==> config.mk <==
export PLATFORM = sky130hd
export DESIGN_NAME = vrf_read_sequencer_flat
export DESIGN_NICKNAME = d
export VERILOG_FILES = /design/src/rtl/vrf_read_sequencer_pkg.sv /design/src/rtl/vrf_read_sequencer_if.sv /design/src/rtl/vrf_read_sequencer_rd_fifo.sv /design/src/rtl/vrf_read_sequencer.sv /design/src/flat_wrapper.sv
export SDC_FILE = /design/constraint.sdc
export NUM_CORES = 1
export LEC_CHECK = 0
export BUFFER_PORTS_ARGS = -buffer_cell sky130_fd_sc_hd__buf_2
export CAP_MARGIN = 0
export CORE_MARGIN = 2
export CORE_UTILIZATION = 35
export CTS_CLUSTER_DIAMETER = 50
export CTS_CLUSTER_SIZE = 12
export DETAILED_ROUTE_END_ITERATION = 8
export PLACE_DENSITY = 0.5
export SLEW_MARGIN = 10
export SYNTH_ARGS = -nofsm -noshare
export SYNTH_HDL_FRONTEND = slang
export SYNTH_SLANG_ARGS = --single-unit
==> constraint.sdc <==
create_clock -name clk -period 3 [get_ports clk]
set_input_delay 0.3 -clock clk [delete_from_list [all_inputs] [get_ports clk]]
set_output_delay 0.3 -clock clk [all_outputs]
set_load 0.01 [all_outputs]
==> src/rtl/vrf_read_sequencer_pkg.sv <==
// Shared types and constants for the VRF read sequencer slice.
package vrf_read_sequencer_pkg;

  // Architectural vector registers per lane; each owns MEM_DEPTH/VREG_COUNT rows.
  localparam int VREG_COUNT    = 32;
  localparam int DEF_DEPTH     = 512;
  localparam int ROWS_PER_VREG = DEF_DEPTH / VREG_COUNT;

  typedef logic [4:0]                    vreg_idx_t;
  typedef logic [$clog2(DEF_DEPTH)-1:0]  vrf_addr_t;

  typedef enum logic [1:0] {
    IDLE  = 2'd0,
    ISSUE = 2'd1,
    DRAIN = 2'd2
  } seq_state_e;

endpackage

==> src/rtl/vrf_read_sequencer_if.sv <==
// Bundle of request, VRF read-port and operand-stream signals of one lane.
interface vrf_read_sequencer_if #(
  parameter int R_PORTS   = 2,
  parameter int MEM_DEPTH = 512,
  parameter int MEM_WIDTH = 32
);
  localparam int AW = $clog2(MEM_DEPTH);
  localparam int LW = AW + 1;

  logic                                req_valid_i;
  logic                                req_ready_o;
  logic [R_PORTS-1:0][4:0]             req_vs_i;
  logic [R_PORTS-1:0]                  req_en_i;
  logic [LW-1:0]                       req_len_i;
  logic [R_PORTS-1:0][AW-1:0]          raddr_o;
  logic [R_PORTS-1:0]                  ren_o;
  logic [R_PORTS-1:0]                  oreg_en_o;
  logic [R_PORTS-1:0][MEM_WIDTH-1:0]   dout_i;
  logic                                op_valid_o;
  logic                                op_ready_i;
  logic [R_PORTS-1:0][MEM_WIDTH-1:0]   op_data_o;
  logic                                op_last_o;
  logic                                busy_o;

  // The sequencer itself.
  modport master (
    input  req_valid_i, req_vs_i, req_en_i, req_len_i, dout_i, op_ready_i,
    output req_ready_o, raddr_o, ren_o, oreg_en_o, op_valid_o, op_data_o,
    output op_last_o, busy_o
  );

  // Issue logic, VRF and ALU surrounding the sequencer.
  modport slave (
    output req_valid_i, req_vs_i, req_en_i, req_len_i, dout_i, op_ready_i,
    input  req_ready_o, raddr_o, ren_o, oreg_en_o, op_valid_o, op_data_o,
    input  op_last_o, busy_o
  );

endinterface

==> src/rtl/vrf_read_sequencer_rd_fifo.sv <==
// Operand FIFO: registered storage, occupancy count for credit, push+pop when full.
module vrf_rd_fifo #(
  parameter int WIDTH = 65,
  parameter int DEPTH = 4
) (
  input  logic                       clk,
  input  logic                       rstn,
  input  logic                       push,
  input  logic [WIDTH-1:0]           wdata,
  input  logic                       pop,
  output logic [WIDTH-1:0]           rdata,
  output logic [$clog2(DEPTH+1)-1:0] count,
  output logic                       empty
);
  localparam int PW = (DEPTH > 1) ? $clog2(DEPTH) : 1;
  localparam logic [PW-1:0] LAST_PTR = PW'(DEPTH - 1);

  logic [WIDTH-1:0] mem [DEPTH];
  logic [PW-1:0]    wr_ptr;
  logic [PW-1:0]    rd_ptr;

  // Storage write; entries are data only and need no reset.
  always_ff @(posedge clk) begin
    if (push) mem[wr_ptr] <= wdata;
  end

  // Pointer and occupancy tracking.
  always_ff @(posedge clk) begin
    if (!rstn) begin
      wr_ptr <= '0;
      rd_ptr <= '0;
      count  <= '0;
    end else begin
      if (push) wr_ptr <= (wr_ptr == LAST_PTR) ? '0 : wr_ptr + 1'b1;
      if (pop)  rd_ptr <= (rd_ptr == LAST_PTR) ? '0 : rd_ptr + 1'b1;
      case ({push, pop})
        2'b10:   count <= count + 1'b1;
        2'b01:   count <= count - 1'b1;
        default: count <= count;
      endcase
    end
  end

  assign rdata = mem[rd_ptr];
  assign empty = (count == '0);

endmodule

==> src/rtl/vrf_read_sequencer.sv <==
// Lane VRF read sequencer: row issue, fixed-latency tracking, credit-protected operand FIFO.
module vrf_read_sequencer
  import vrf_read_sequencer_pkg::*;
#(
  parameter int R_PORTS      = 2,
  parameter int MEM_DEPTH    = 512,
  parameter int MEM_WIDTH    = 32,
  parameter int READ_LATENCY = 2,
  parameter int FIFO_DEPTH   = 4
) (
  input logic                 clk,
  input logic                 rstn,
  vrf_read_sequencer_if.master bus
);
  localparam int AW  = $clog2(MEM_DEPTH);
  localparam int LW  = AW + 1;
  localparam int RPV = MEM_DEPTH / VREG_COUNT;
  localparam int FW  = R_PORTS * MEM_WIDTH + 1;
  localparam int FCW = $clog2(FIFO_DEPTH + 1);
  localparam int CW  = $clog2(FIFO_DEPTH + READ_LATENCY + 1);
  localparam logic [CW-1:0] DEPTH_C = CW'(FIFO_DEPTH);

  seq_state_e                          state, state_nxt;
  vreg_idx_t  [R_PORTS-1:0]            vs_q;
  logic       [R_PORTS-1:0]            en_q;
  logic       [LW-1:0]                 len_q;
  logic       [LW-1:0]                 idx_q;
  logic       [CW-1:0]                 inflight_q;
  logic       [READ_LATENCY-1:0]       vld_p;
  logic       [READ_LATENCY-1:0]       last_p;
  logic                                req_ready, accept, issue, issue_last, credit_ok;
  logic                                push, pop, fifo_empty, fifo_last;
  logic       [FCW-1:0]                fifo_count;
  logic       [FW-1:0]                 fifo_rdata;
  logic       [R_PORTS-1:0][MEM_WIDTH-1:0] push_data;

  // Rows issued but not yet captured plus rows parked in the FIFO must fit the FIFO.
  assign credit_ok  = ((inflight_q + CW'(fifo_count)) < DEPTH_C);
  assign accept     = bus.req_valid_i & req_ready;
  assign issue_last = issue & (idx_q == (len_q - 1'b1));
  assign push       = vld_p[READ_LATENCY-1];
  assign pop        = ~fifo_empty & bus.op_ready_i;

  // Request state register.
  always_ff @(posedge clk) begin
    if (!rstn) state <= IDLE;
    else       state <= state_nxt;
  end

  // Next-state, request handshake and row-issue decision.
  always_comb begin
    state_nxt = state;
    req_ready = 1'b0;
    issue     = 1'b0;
    case (state)
      IDLE: begin
        req_ready = 1'b1;
        if (bus.req_valid_i && (bus.req_len_i != '0)) state_nxt = ISSUE;
      end
      ISSUE: begin
        issue = credit_ok;
        if (issue && (idx_q == (len_q - 1'b1))) state_nxt = DRAIN;
      end
      DRAIN: begin
        if ((inflight_q == '0) &&
            ((fifo_count == '0) || ((fifo_count == FCW'(1)) && pop)))
          state_nxt = IDLE;
      end
      default: state_nxt = IDLE;
    endcase
  end

  // Request operands are latched once per accepted request.
  always_ff @(posedge clk) begin
    if (accept) begin
      vs_q  <= bus.req_vs_i;
      en_q  <= bus.req_en_i;
      len_q <= bus.req_len_i;
    end
  end

  // Element index: restarts on accept, advances on each issued row.
  always_ff @(posedge clk) begin
    if (!rstn)       idx_q <= '0;
    else if (accept) idx_q <= '0;
    else if (issue)  idx_q <= idx_q + 1'b1;
  end

  // ---- stage p0..pN: read-latency shift pipe of {issue, last} ----
  // Latency pipe tracks each issued row until its dout is valid.
  always_ff @(posedge clk) begin
    if (!rstn) begin
      vld_p  <= '0;
      last_p <= '0;
    end else begin
      vld_p  <= {vld_p[READ_LATENCY-2:0], issue};
      last_p <= {last_p[READ_LATENCY-2:0], issue_last};
    end
  end

  // Outstanding-read counter used for the credit check.
  always_ff @(posedge clk) begin
    if (!rstn) inflight_q <= '0;
    else begin
      case ({issue, push})
        2'b10:   inflight_q <= inflight_q + 1'b1;
        2'b01:   inflight_q <= inflight_q - 1'b1;
        default: inflight_q <= inflight_q;
      endcase
    end
  end

  // Address generation, port enables and capture masking per operand.
  always_comb begin
    logic [31:0] row;
    for (int p = 0; p < R_PORTS; p++) begin
      row              = 32'(vs_q[p]) * 32'(RPV) + 32'(idx_q);
      bus.ren_o[p]     = issue & en_q[p];
      bus.raddr_o[p]   = bus.ren_o[p] ? row[AW-1:0] : '0;
      bus.oreg_en_o[p] = vld_p[READ_LATENCY-2] & en_q[p];
      push_data[p]     = en_q[p] ? bus.dout_i[p] : '0;
    end
  end

  // ---- capture stage: dout into operand FIFO ----
  vrf_rd_fifo #(.WIDTH(FW), .DEPTH(FIFO_DEPTH)) u_fifo (
    .clk   (clk),
    .rstn  (rstn),
    .push  (push),
    .wdata ({last_p[READ_LATENCY-1], push_data}),
    .pop   (pop),
    .rdata (fifo_rdata),
    .count (fifo_count),
    .empty (fifo_empty)
  );

  assign {fifo_last, bus.op_data_o} = fifo_rdata;
  assign bus.op_valid_o  = ~fifo_empty;
  assign bus.op_last_o   = fifo_last & ~fifo_empty;
  assign bus.req_ready_o = req_ready;
  assign bus.busy_o      = (state != IDLE) | ~fifo_empty;

endmodule

==> src/flat_wrapper.sv <==
// flat-port wrapper written by rule: the top's interface ports become plain ports
module vrf_read_sequencer_flat import vrf_read_sequencer_pkg::*;
#(
  parameter int R_PORTS      = 2,
  parameter int MEM_DEPTH    = 512,
  parameter int MEM_WIDTH    = 32,
  parameter int READ_LATENCY = 2,
  parameter int FIFO_DEPTH   = 4
)
  (clk, rstn, bus_req_valid_i, bus_req_vs_i, bus_req_en_i, bus_req_len_i, bus_dout_i, bus_op_ready_i, bus_req_ready_o, bus_raddr_o, bus_ren_o, bus_oreg_en_o, bus_op_valid_o, bus_op_data_o, bus_op_last_o, bus_busy_o);
  vrf_read_sequencer_if #(.R_PORTS(R_PORTS), .MEM_DEPTH(MEM_DEPTH), .MEM_WIDTH(MEM_WIDTH)) bus_i ();
  input logic clk;
  input logic rstn;
  input wire logic [$bits(bus_i.req_valid_i)-1:0] bus_req_valid_i;
  input wire logic [$bits(bus_i.req_vs_i)-1:0] bus_req_vs_i;
  input wire logic [$bits(bus_i.req_en_i)-1:0] bus_req_en_i;
  input wire logic [$bits(bus_i.req_len_i)-1:0] bus_req_len_i;
  input wire logic [$bits(bus_i.dout_i)-1:0] bus_dout_i;
  input wire logic [$bits(bus_i.op_ready_i)-1:0] bus_op_ready_i;
  output wire logic [$bits(bus_i.req_ready_o)-1:0] bus_req_ready_o;
  output wire logic [$bits(bus_i.raddr_o)-1:0] bus_raddr_o;
  output wire logic [$bits(bus_i.ren_o)-1:0] bus_ren_o;
  output wire logic [$bits(bus_i.oreg_en_o)-1:0] bus_oreg_en_o;
  output wire logic [$bits(bus_i.op_valid_o)-1:0] bus_op_valid_o;
  output wire logic [$bits(bus_i.op_data_o)-1:0] bus_op_data_o;
  output wire logic [$bits(bus_i.op_last_o)-1:0] bus_op_last_o;
  output wire logic [$bits(bus_i.busy_o)-1:0] bus_busy_o;
  assign bus_i.req_valid_i = bus_req_valid_i;
  assign bus_i.req_vs_i = bus_req_vs_i;
  assign bus_i.req_en_i = bus_req_en_i;
  assign bus_i.req_len_i = bus_req_len_i;
  assign bus_i.dout_i = bus_dout_i;
  assign bus_i.op_ready_i = bus_op_ready_i;
  assign bus_req_ready_o = bus_i.req_ready_o;
  assign bus_raddr_o = bus_i.raddr_o;
  assign bus_ren_o = bus_i.ren_o;
  assign bus_oreg_en_o = bus_i.oreg_en_o;
  assign bus_op_valid_o = bus_i.op_valid_o;
  assign bus_op_data_o = bus_i.op_data_o;
  assign bus_op_last_o = bus_i.op_last_o;
  assign bus_busy_o = bus_i.busy_o;
  vrf_read_sequencer #(.R_PORTS(R_PORTS), .MEM_DEPTH(MEM_DEPTH), .MEM_WIDTH(MEM_WIDTH), .READ_LATENCY(READ_LATENCY), .FIFO_DEPTH(FIFO_DEPTH)) u_core (.clk(clk), .rstn(rstn), .bus(bus_i));
endmodule
==> summary.md, run 1 <==
| Metric | Value |
|---|---|
| Clk_lat worst skew | `530 ps` |
| Mapped cell area | `0.0126 mm^2` |
| Via-to-Cell Ratio | `4.85` |
| Die area | `0.0377 mm^2` |
| Worst Path Arrival | `3140 ps` |
| CTS tree | `yes` |
| Share of cells above drive strength 1 | `34.9%` |
| Worst hold margin | `127 ps` |
| Wirelength, routed | `27000 um` |
| Status | `complete, no violations` |
| Measured slew at the worst slew-check pin | `612 ps` |
| Unrepaired setup endpoints after global routing | `false` |
| Main synth FF type | `edfxtp_1` |
| Gr usage total | `14.3%` |
| Pin count of the biggest net entering global routing | `39` |
| Total congestion overflow | `0` |
| Number of CTS-inserted buffers | `41` |
| Drt drc | `0` |
| I/O pins | `180` |
| CP Data Required Time | `3450 ps` |
| Worst min path class | `in2reg` |
| Async SR Flop Fraction | `0%` |
| Clock-pin slew on the worst setup and hold paths | `60 ps` |
| Seq/Total Area, Yosys | `71.4%` |
| Max-Cap Viols | `0` |
| Iteration-0 DRC count of the detailed router | `334` |
| First-pass GRT wire length | `41500 um` |
| Number of diodes | `0` |
| FMAX | `0.372 GHz` |
| Peak supply drop | `0.502 mV` |
| Slew Limit Fails | `0` |
| Layout Area Growth over Synthesis | `24.1%` |
| Die Y | `194 um` |
| Syn_nets | `811` |
| Initial antenna violation count | `3` |
| Clock Skew | `13.3 ps` |
| Drt wl/cell | `19.1 um` |
| CP endpoint kind | `flop` |
| Most frequent cells in the layout | `edfxtp_1, buf_2, and2_1` |
| H-tree depth | `2` |
| Final Cycle Share | `89.7%` |
| Starting density of the core | `35.6%` |
| Multi-input gate area | `0.00345 mm^2` |
| DR vias | `6853` |
| Setup repair bufs after CTS | `0` |
| Vias in the first global route | `7316` |
| WS Path Type | `reg2reg` |
| CTS root buf | `clkbuf_16` |
| Fin crit period | `2690 ps` |
| Seq cells post-synth | `310` |
| Routability cong. | `0.814` |
| Syn. warnings | `0` |
| Fillcell total | `3165` |
| Post-synthesis cell type count | `49` |
| Most common cell after layout, fill and taps aside | `edfxtp_1` |
| Final Setup Violations | `0` |
| Die span in x | `194 um` |
| Slew HR | `59.2%` |
| Lkg Pwr | `5.55 nW` |
| Startpoint types | `flop` |
| Crit path max fanout | `5` |
| DR pass1 iterations | `4` |
| Row count | `69` |
| Total negative setup slack | `0 ps` |
| Post-route ant nets | `0` |
| Power per cell area | `654 mW/mm^2` |
| EDFF count, synth | `282` |
| Sequential Area | `0.00904 mm^2` |
| Nets | `1039` |
| Syn Inst Count | `696` |
| Avg Cell Area, Syn | `18.2 um^2` |
| CTS sink count | `310` |
| Clock buffer depth | `3` |
| Port bufs | `179` |
| Detail Placement HPWL | `16600 um` |
| Final hold violation count | `0` |
| Core area | `0.0356 mm^2` |
[registers in the layout, summed over array words and instances (netlist names), 3 cells and up, named ones only]
| name | flops |
|---|---|
| u_core.idx_q | 10 |
| u_core.inflight_q | 3 |
| u_core.len_q | 10 |
| u_core.u_fifo.count | 3 |
| u_core.u_fifo.mem | 260 |
| u_core.vs_q | 10 |
[area by class of cell]
class | count | share of cell area, %
clock inverter | 25 | 1.34
multi-input combinational | 340 | 22.0
timing repair buffer | 214 | 8.21
tap | 461 | 3.68
inverter | 17 | 0.407
sequential | 310 | 57.6
clock buffer | 46 | 6.79
[path summary, 6_finish.rpt]
| path | from | to | slack (ps) | cells past startpoint |
|---|---|---|---|---|
| max | u_core.u_fifo.count[1] | u_core.inflight_q[2] | 310 | 11 |
| min | bus_dout_i[34] | u_core.u_fifo.mem[2][34] | 130 | 2 |
| max reg2reg | u_core.u_fifo.count[1] | u_core.inflight_q[2] | 310 | 11 |
| min reg2reg | u_core.last_p[0] | u_core.last_p[1] | 450 | 1 |
[kinds of logic (layout without fill, tap and decap cells)]
logic type	count (synthesis)	count (layout)	share of synthesized area, %
compound gates	43	43	2.41
xor+xnor	31	31	2.15
fa+ha+maj	25	25	2.65
buf+inv	46	302	1.42
flops	310	310	71.4
mux	69	69	11.9
simple gates	172	172	8.09
[worst max-delay path: stages (launching register included)]
cell and delay [ps]:
dfxtp_1 330, ha_1 290, a31oi_1 280, xor2_1 250
nor3_2 70, inv_1 150, ha_1 200, inv_1 60
fa_1 370, xor2_1 160, or3_1 300, a21boi_0 160
[metrics by stage]
| stage | instances | cell area (um^2) | util (%) | power (mW) | worst slack (ps) |
|---|---|---|---|---|---|
| floorplan | 696 | 12600 | - | 5.49 | 307 |
| finish | 1413 | 15700 | 44.1 | 10.3 | 308 |
| global placement | 1320 | 14200 | 39.9 | 5.84 | 344 |
| CTS | 1413 | 15700 | 44.1 | 10.4 | 284 |
| global route | 1413 | 15700 | 44.1 | 10.7 | 68.9 |
| detailed placement | 1320 | 14200 | 39.9 | 5.84 | 314 |
[power breakdown]
| part | switching, mW | internal, mW | total (mW) |
|---|---|---|---|
| Sequential | 0.0674 | 4.78 | 4.85 |
| Clock | 1.83 | 2.68 | 4.51 |
| Combinational | 0.452 | 0.447 | 0.899 |
[synth_stat cells, types with 7 or more instances]
master,instances,area share (%)
edfxtp_1,282,67
and2_1,78,3.9
mux4_2,65,12
dfxtp_1,28,4.4
xnor2_1,25,1.7
ha_1,22,2.2
clkbuf_1,21,0.62
nand2_1,20,0.59
inv_1,17,0.50
nor2_1,15,0.45
and3_1,12,0.59
a21oi_1,9,0.36
o21ai_0,9,0.36
nand4_1,7,0.35
nor3_1,7,0.28
[repair_timing]
item	CTS	global route
hold buffers	22	0
resized for setup	0	0
hold endpoints to repair	22	0
[layer usage]
| layer | part of all wire [%] | global-route usage [%] |
|---|---|---|
| met2 | 49 | 24.1 |
| met1 | 43 | 18.4 |
| met4 | 2.2 | 4.24 |
| met3 | 5.6 | 3.32 |
| met5 | 0.11 | 0 |
Power figures use the tool's default switching activity.
==> run 2: changes to the inputs <==
- ABC_AREA: not set -> 1
==> run 2 against run 1 <==
  * Worst setup slack improved by 150 ps
  * Critical path depth down 3
  * Largest power group unchanged
  * Synthesized cell count is 64% higher
  * Sequential power is 1% higher
  * Power up 20%
  * Count of clock-buffer cells in the layout up 2
  * Register-to-register slack better by 400 ps
==> summary.md, run 2 <==
| Metric | Value |
|---|---|
| Syn_nets | `1254 (+55%)` |
| Seq/Total Area, Yosys | `69.8% (-1.6 points)` |
| Measured slew at the worst slew-check pin | `1060 ps (+447 ps)` |
| Hold_buf cts | `22 (unchanged)` |
| Top cells by count, synth | `edfxtp_1, nor2_1, o21ai_0, nand2_1, inv_1` |
| H-tree depth | `2 (unchanged)` |
| Power per cell area | `770 mW/mm^2 (+18%)` |
| Clk_lat worst skew | `540 ps (about the same)` |
| Final Cycle Share | `84.9% (-4.8 points)` |
| Async SR Flop Fraction | `0% (unchanged)` |
| Starting density of the core | `35.4% (-0.15 points)` |
| First-pass GRT wire length | `47400 um (+14%)` |
| Setup repair bufs after CTS | `0 (unchanged)` |
| Port bufs | `179 (unchanged)` |
| Most frequent cells in the layout | `edfxtp_1, nor2_1, buf_2` |
| Detail Placement HPWL | `18300 um (+10%)` |
| DR pass1 iterations | `5 (+1)` |
| Number of CTS-inserted buffers | `41 (unchanged)` |
| Nets | `1465 (+41%)` |
| Vias in the first global route | `8677 (+19%)` |
| Lkg Pwr | `6.50 nW (+17%)` |
| CP Data Required Time | `2700 ps (-750 ps)` |
| Total congestion overflow | `0 (unchanged)` |
| Cell area after layout | `0.0159 mm^2 (+1.6%)` |
| Startpoint types | `flop` |
| Seq cells post-synth | `310 (unchanged)` |
| Hold endpoint | `u_core.u_fifo.mem[3][35]` |
| Met2 wire length | `15000 um (+13%)` |
| Most flop-heavy register | `u_core.u_fifo.mem` |
| Most common cell after layout, fill and taps aside | `edfxtp_1` |
| Worst min path class | `in2reg` |
| Post-route ant nets | `0 (unchanged)` |
| Fillcell total | `3428 (+8.3%)` |
| Main synth FF type | `edfxtp_1` |
| Core area | `0.0365 mm^2 (+2.7%)` |
| Via-to-Cell Ratio | `4.74 (-2.3%)` |
| Pin count of the biggest net entering global routing | `66 (+69%)` |
| Dpl cell area | `0.0144 mm^2 (+1.6%)` |
| WS Path Type | `reg2out` |
| Reg2reg end | `u_core.inflight_q[2]` |
| Syn. warnings | `0 (unchanged)` |
| DR vias | `8726 (+27%)` |
| Most common cell in the netlist | `edfxtp_1` |
| Pre-CTS setup slack | `695 ps (+381 ps)` |
| Met3 WL | `1450 um (-4.9%)` |
| Slew HR | `29.4% (-30 points)` |
| Cts repair resizes | `0 (unchanged)` |
| CP endpoint kind | `output port` |
| Avg Cell Area, Syn | `11.4 um^2 (-38%)` |
| Crit path max fanout | `6 (+1)` |
| Status | `complete, no violations` |
| Max-Cap Viols | `0 (unchanged)` |
| Post-synth top area cell | `edfxtp_1` |
| Share of cells above drive strength 1 | `20.1% (-15 points)` |
| Mapped cell area | `0.0129 mm^2 (+2.2%)` |
| Slew Limit Fails | `0 (unchanged)` |
| Final hold violation count | `0 (unchanged)` |
| FMAX | `0.393 GHz (+5.7%)` |
| Final core utilization | `43.7% (-0.46 points)` |
| Final Setup Violations | `0 (unchanged)` |
| Reg-to-reg startpoint | `u_core.u_fifo.count[1]` |
| Post-synthesis cell type count | `30 (-39%)` |
| Iteration-0 DRC count of the detailed router | `403 (+21%)` |
| Gr usage total | `16.0% (+1.7 points)` |
| Metal1 wirelength | `13800 um (+19%)` |
| Drt drc | `0 (unchanged)` |
| Worst Path Arrival | `2250 ps (-890 ps)` |
| Die area | `0.0385 mm^2 (+2.2%)` |
| Top layer in use | `met4` |
| I/O pins | `180 (unchanged)` |
| Final worst setup slack | `454 ps (+145 ps)` |
| Fin crit period | `2550 ps (-145 ps)` |
| Routability cong. | `0.793 (-2.6%)` |
| Total negative setup slack | `0 ps (unchanged)` |
| Area contributors post-synth | `edfxtp_1, o21ai_0, nor2_1, dfxtp_1, nand2_1` |
| Wirelength, routed | `30800 um (+14%)` |
| Layout Area Growth over Synthesis | `23.3%` |
| Number of diodes | `0 (unchanged)` |
| Worst r2r path cells | `14 (+3)` |
| Initial antenna violation count | `0 (-3)` |
| Die Y | `196 um (+1.1%)` |
| Total power | `12.3 mW (+20%)` |
| CTS sink count | `310 (unchanged)` |
| Hold depth | `3 (+1)` |
| Clock Skew | `26.0 ps (+12.8 ps)` |
| FF-to-FF setup slack | `710 ps (+400 ps)` |
| Peak supply drop | `0.379 mV (-24%)` |
| Die span in x | `196 um (+1.1%)` |
| Unrepaired setup endpoints after global routing | `false` |
| EDFF count, synth | `282 (unchanged)` |
| CTS root buf | `clkbuf_16` |
| CTS tree | `yes` |
| Clock buffer depth | `3 (unchanged)` |
| Drt wl/cell | `16.7 um (-13%)` |
| Max reg flops | `260 (unchanged)` |
| Clock-pin slew on the worst setup and hold paths | `60 ps (about the same)` |
| Syn Inst Count | `1139 (+64%)` |
| Row count | `70 (+1.4%)` |
| Top-area cell type share of the netlist area | `65.5% (-1.5 points)` |
| HP Start | `bus_dout_i[35]` |
run 2: worst max-delay path, stage by stage, from the launching register on:
cell     delay, ps
dfxtp_1        370
ha_1           260
fa_1           390
nand2_1         90
nand2_1         60
a21oi_1        150
xor2_1         180
nor2_1          70
buf_2          140
run 2: layout make-up:
type | instances | area [um^2] | area share [%]
Clock inverter | 19 | 221 | 1.39
Inverter | 131 | 502 | 3.15
Timing Repair Buffer | 220 | 1320 | 8.29
Multi-Input combinational cell | 646 | 3210 | 20.1
Tap cell | 468 | 586 | 3.67
Clock buffer | 48 | 1070 | 6.73
Sequential cell | 310 | 9030 | 56.7
run 2: cell families after synthesis:
kind of cell	share of synthesized area, %
xor gates and xnor gates	0.880
DFF	69.8
AOI/OAI and AO/OA	10.0
buffers and inverters	5.43
and+or+nand+nor	11.3
adders and majority gates	2.59
run 2: worst max path at each step:
stage,startpoint,end,slack (ps),cells after the start
finish,u_core.idx_q[4],bus_raddr_o[8],450,8
global route,u_core.u_fifo.count[1],bus_raddr_o[15],240,11
CTS,flop,bus_op_data_o[22],400,4
detailed placement,u_core.u_fifo.count[1],u_core.inflight_q[2],700,14
global placement,u_core.u_fifo.count[1],u_core.inflight_q[2],680,14
floorplan,u_core.state[0],u_core.idx_q[3],400,4
run 2: stage by stage:
stage	cells	hold slack, ps
after global placement	1753	405
final	1842	93.5
after floorplan	1139	390
after detailed placement	1753	400
after CTS	1842	67.5
after global routing	1842	82.3
run 2: routing by layer:
layer,up-vias,global-route usage [%]
met1,4148,20.7
met4,0,4.41
met5,-,0
li1,4339,-
met2,200,27.5
met3,39,2.85
run 2: power by group:
part / switching [mW] / leakage [nW] / internal [mW] / total, mW
Combinational: 1.77 / 3.07 / 0.934 / 2.70
Sequential: 0.0756 / 2.81 / 4.85 / 4.92
Clock: 1.75 / 0.623 / 2.89 / 4.64
==> run 3: changes to the inputs <==
- PLACE_DENSITY: 0.5 -> 0.52
- clock period: 3 -> 2.3 ns (I/O delays scaled with it)
==> run 3 against run 2 <==
  * Cell count grew 0.92%
  * Worst setup slack worse by 440 ps
  * Die area did not move
  * Clock power increased by 26%
  * Via count up 1.3%
  * Register-to-register slack worse by 620 ps
  * First-iteration DRC count decreased by 0.99%
  * Core utilization is 0.95 points higher
  * Clock skew decreased by 8.7 ps
  * Critical path type unchanged
  * Highest routed layer unchanged
==> summary.md, run 3 (same netlist as run 2, synthesis figures left out) <==
| Metric | Value |
|---|---|
| Via-to-Cell Ratio | `4.76 (+0.40%)` |
| Share of cells above drive strength 1 | `23.2% (+3.1 points)` |
| Gr usage total | `16.0% (about the same)` |
| Starting density of the core | `35.4% (unchanged)` |
| Worst Path Arrival | `2060 ps (-190 ps)` |
| Drt wl/cell | `16.7 um (+0.10%)` |
| I/O pins | `180 (unchanged)` |
| CTS root buf | `clkbuf_16` |
| FMAX | `0.437 GHz` |
| DP Cell Count | `1759 (+0.34%)` |
| Crit path max fanout | `5 (-1)` |
| Clock-pin slew on the worst setup and hold paths | `60 ps (about the same)` |
| FF-to-FF setup slack | `90 ps (-620 ps)` |
| Wirelength, routed | `31100 um (+1.0%)` |
| Number of CTS-inserted buffers | `40 (-2.4%)` |
| CP Data Required Time | `2070 ps (-630 ps)` |
| Most common cell after layout, fill and taps aside | `edfxtp_1` |
| Layout Area Growth over Synthesis | `26.0%` |
| Fin crit period | `2290 ps` |
| CP endpoint kind | `output port` |
| Measured slew at the worst slew-check pin | `471 ps (-588 ps)` |
| Status | `complete, no violations` |
| Final Cycle Share | `99.6%` |
| Detail Placement HPWL | `18600 um (+2.0%)` |
| Clock buffer depth | `3 (unchanged)` |
| Startpoint types | `flop` |
| Final core utilization | `44.6% (+0.95 points)` |
| Number of diodes | `0 (unchanged)` |
| Fillcell total | `3473 (+1.3%)` |
| Routability cong. | `0.772 (-2.7%)` |
| Row count | `70 (unchanged)` |
| Die span in x | `196 um (unchanged)` |
| Lkg Pwr | `6.60 nW (+1.5%)` |
| Power per cell area | `980 mW/mm^2 (+27%)` |
| Unrepaired setup endpoints after global routing | `true` |
| Max-Cap Viols | `0 (unchanged)` |
| Pin count of the biggest net entering global routing | `97 (+47%)` |
| Worst min path class | `in2reg` |
| Clock Skew | `17.4 ps (-8.65 ps)` |
| Iteration-0 DRC count of the detailed router | `399 (-0.99%)` |
| Slew Limit Fails | `0 (unchanged)` |
| Slew HR | `68.6% (+39 points)` |
| Core area | `0.0365 mm^2 (unchanged)` |
| Peak supply drop | `0.568 mV (+50%)` |
| CTS tree | `yes` |
| DR pass1 iterations | `4 (-1)` |
| Total negative setup slack | `0 ps (unchanged)` |
| Final hold violation count | `0 (unchanged)` |
| WS Path Type | `reg2out` |
| Die Y | `196 um (unchanged)` |
| Final Setup Violations | `0 (unchanged)` |
| Drt drc | `0 (unchanged)` |
| Post-route ant nets | `0 (unchanged)` |
| Most flop-heavy register | `u_core.u_fifo.mem` |
| CTS sink count | `310 (unchanged)` |
| Most frequent cells in the layout | `edfxtp_1, nor2_1, buf_2` |
| Clk_lat worst skew | `520 ps (-20 ps)` |
| Vias in the first global route | `8625 (-0.60%)` |
| First-pass GRT wire length | `47600 um (+0.29%)` |
| Max reg flops | `260 (unchanged)` |
| Initial antenna violation count | `0 (unchanged)` |
| H-tree depth | `2 (unchanged)` |
| Port bufs | `179 (unchanged)` |
| Layout Cells excl Fill | `1859 (+0.92%)` |
| Nets | `1482 (+1.2%)` |
| Total congestion overflow | `0 (unchanged)` |
| Die area | `0.0385 mm^2 (unchanged)` |
| DR vias | `8842 (+1.3%)` |
run 3: cell types whose count changed in the layout (fill, tap and decap cells not counted), sizes merged:
cell | previous run | this run
nand2 | 146 | 148
clkinv | 11 | 13
buf | 198 | 214
bufinv | 4 | 1
run 3: where the power goes:
part / switching (mW) / internal [mW] / total (mW)
Combinational: 2.36 / 1.34 / 3.70
Clock: 2.31 / 3.52 / 5.83
Sequential: 0.107 / 6.32 / 6.43
Total: 4.78 / 11.2 / 16.0
run 3: repair_timing:
action                                 CTS  global route
gates resized for setup                 21            29
setup buffers                            7             3
setup endpoints to repair               20            33
pin swaps                                3             9
cloned                                   2             0
endpoints found under the hold margin   22             0
hold buffers                            22             0
run 3: path summary, 6_finish.rpt:
| check | end | start | depth (start not counted) |
|---|---|---|---|
| worst max-delay path | bus_raddr_o[3] | u_core.u_fifo.count[1] | 11 |
| worst min-delay path | u_core.last_p[1] | rstn | 3 |
| worst max register to register | u_core.inflight_q[2] | u_core.inflight_q[1] | 15 |
| worst min register to register | u_core.last_p[1] | u_core.last_p[0] | 2 |
run 3: layout make-up:
cell class | count | area (um^2) | share of cell area, %
clock buffer | 48 | 1090 | 6.72
clock inverter | 18 | 149 | 0.914
inverter | 131 | 510 | 3.13
multi-input combinational | 648 | 3370 | 20.7
sequential | 310 | 9040 | 55.5
tap | 468 | 586 | 3.59
timing repair buffer | 236 | 1540 | 9.45
run 3: layer usage:
metal  wire [um]  GRT usage (%)  vias up  part of all wire [%]
li1            -              -     4377                     -
met1       13600           20.7     4225                    44
met2       15200           27.5      194                    49
met3        1630           2.89       46                   5.2
met4         608           4.15        0                   2.0
met5           0              0        -                     0
run 3: stage by stage:
stage | setup slack (ps) | area, um^2 | hold slack, ps | power, mW
2_1_floorplan | 14.3 | 12900 | 329 | 8.58
3_3_place_gp | 91.2 | 14600 | 401 | 10.1
3_5_place_dp | 115 | 14600 | 397 | 10.1
4_1_cts | -48.0 | 16200 | 19.3 | 16.1
5_1_grt | -117 | 16300 | 31.1 | 16.8
6_report | 10.3 | 16300 | 42.6 | 16.0
run 3: critical path: stages (launching register included):
cell	delay, ps
dfxtp_2	330
ha_4	240
nand3_4	90
nand2_2	50
o21ai_2	70
nand2_4	90
nor2_8	100
buf_12	150
nand2_8	60
buf_4	140
nor2_1	70
buf_2	130
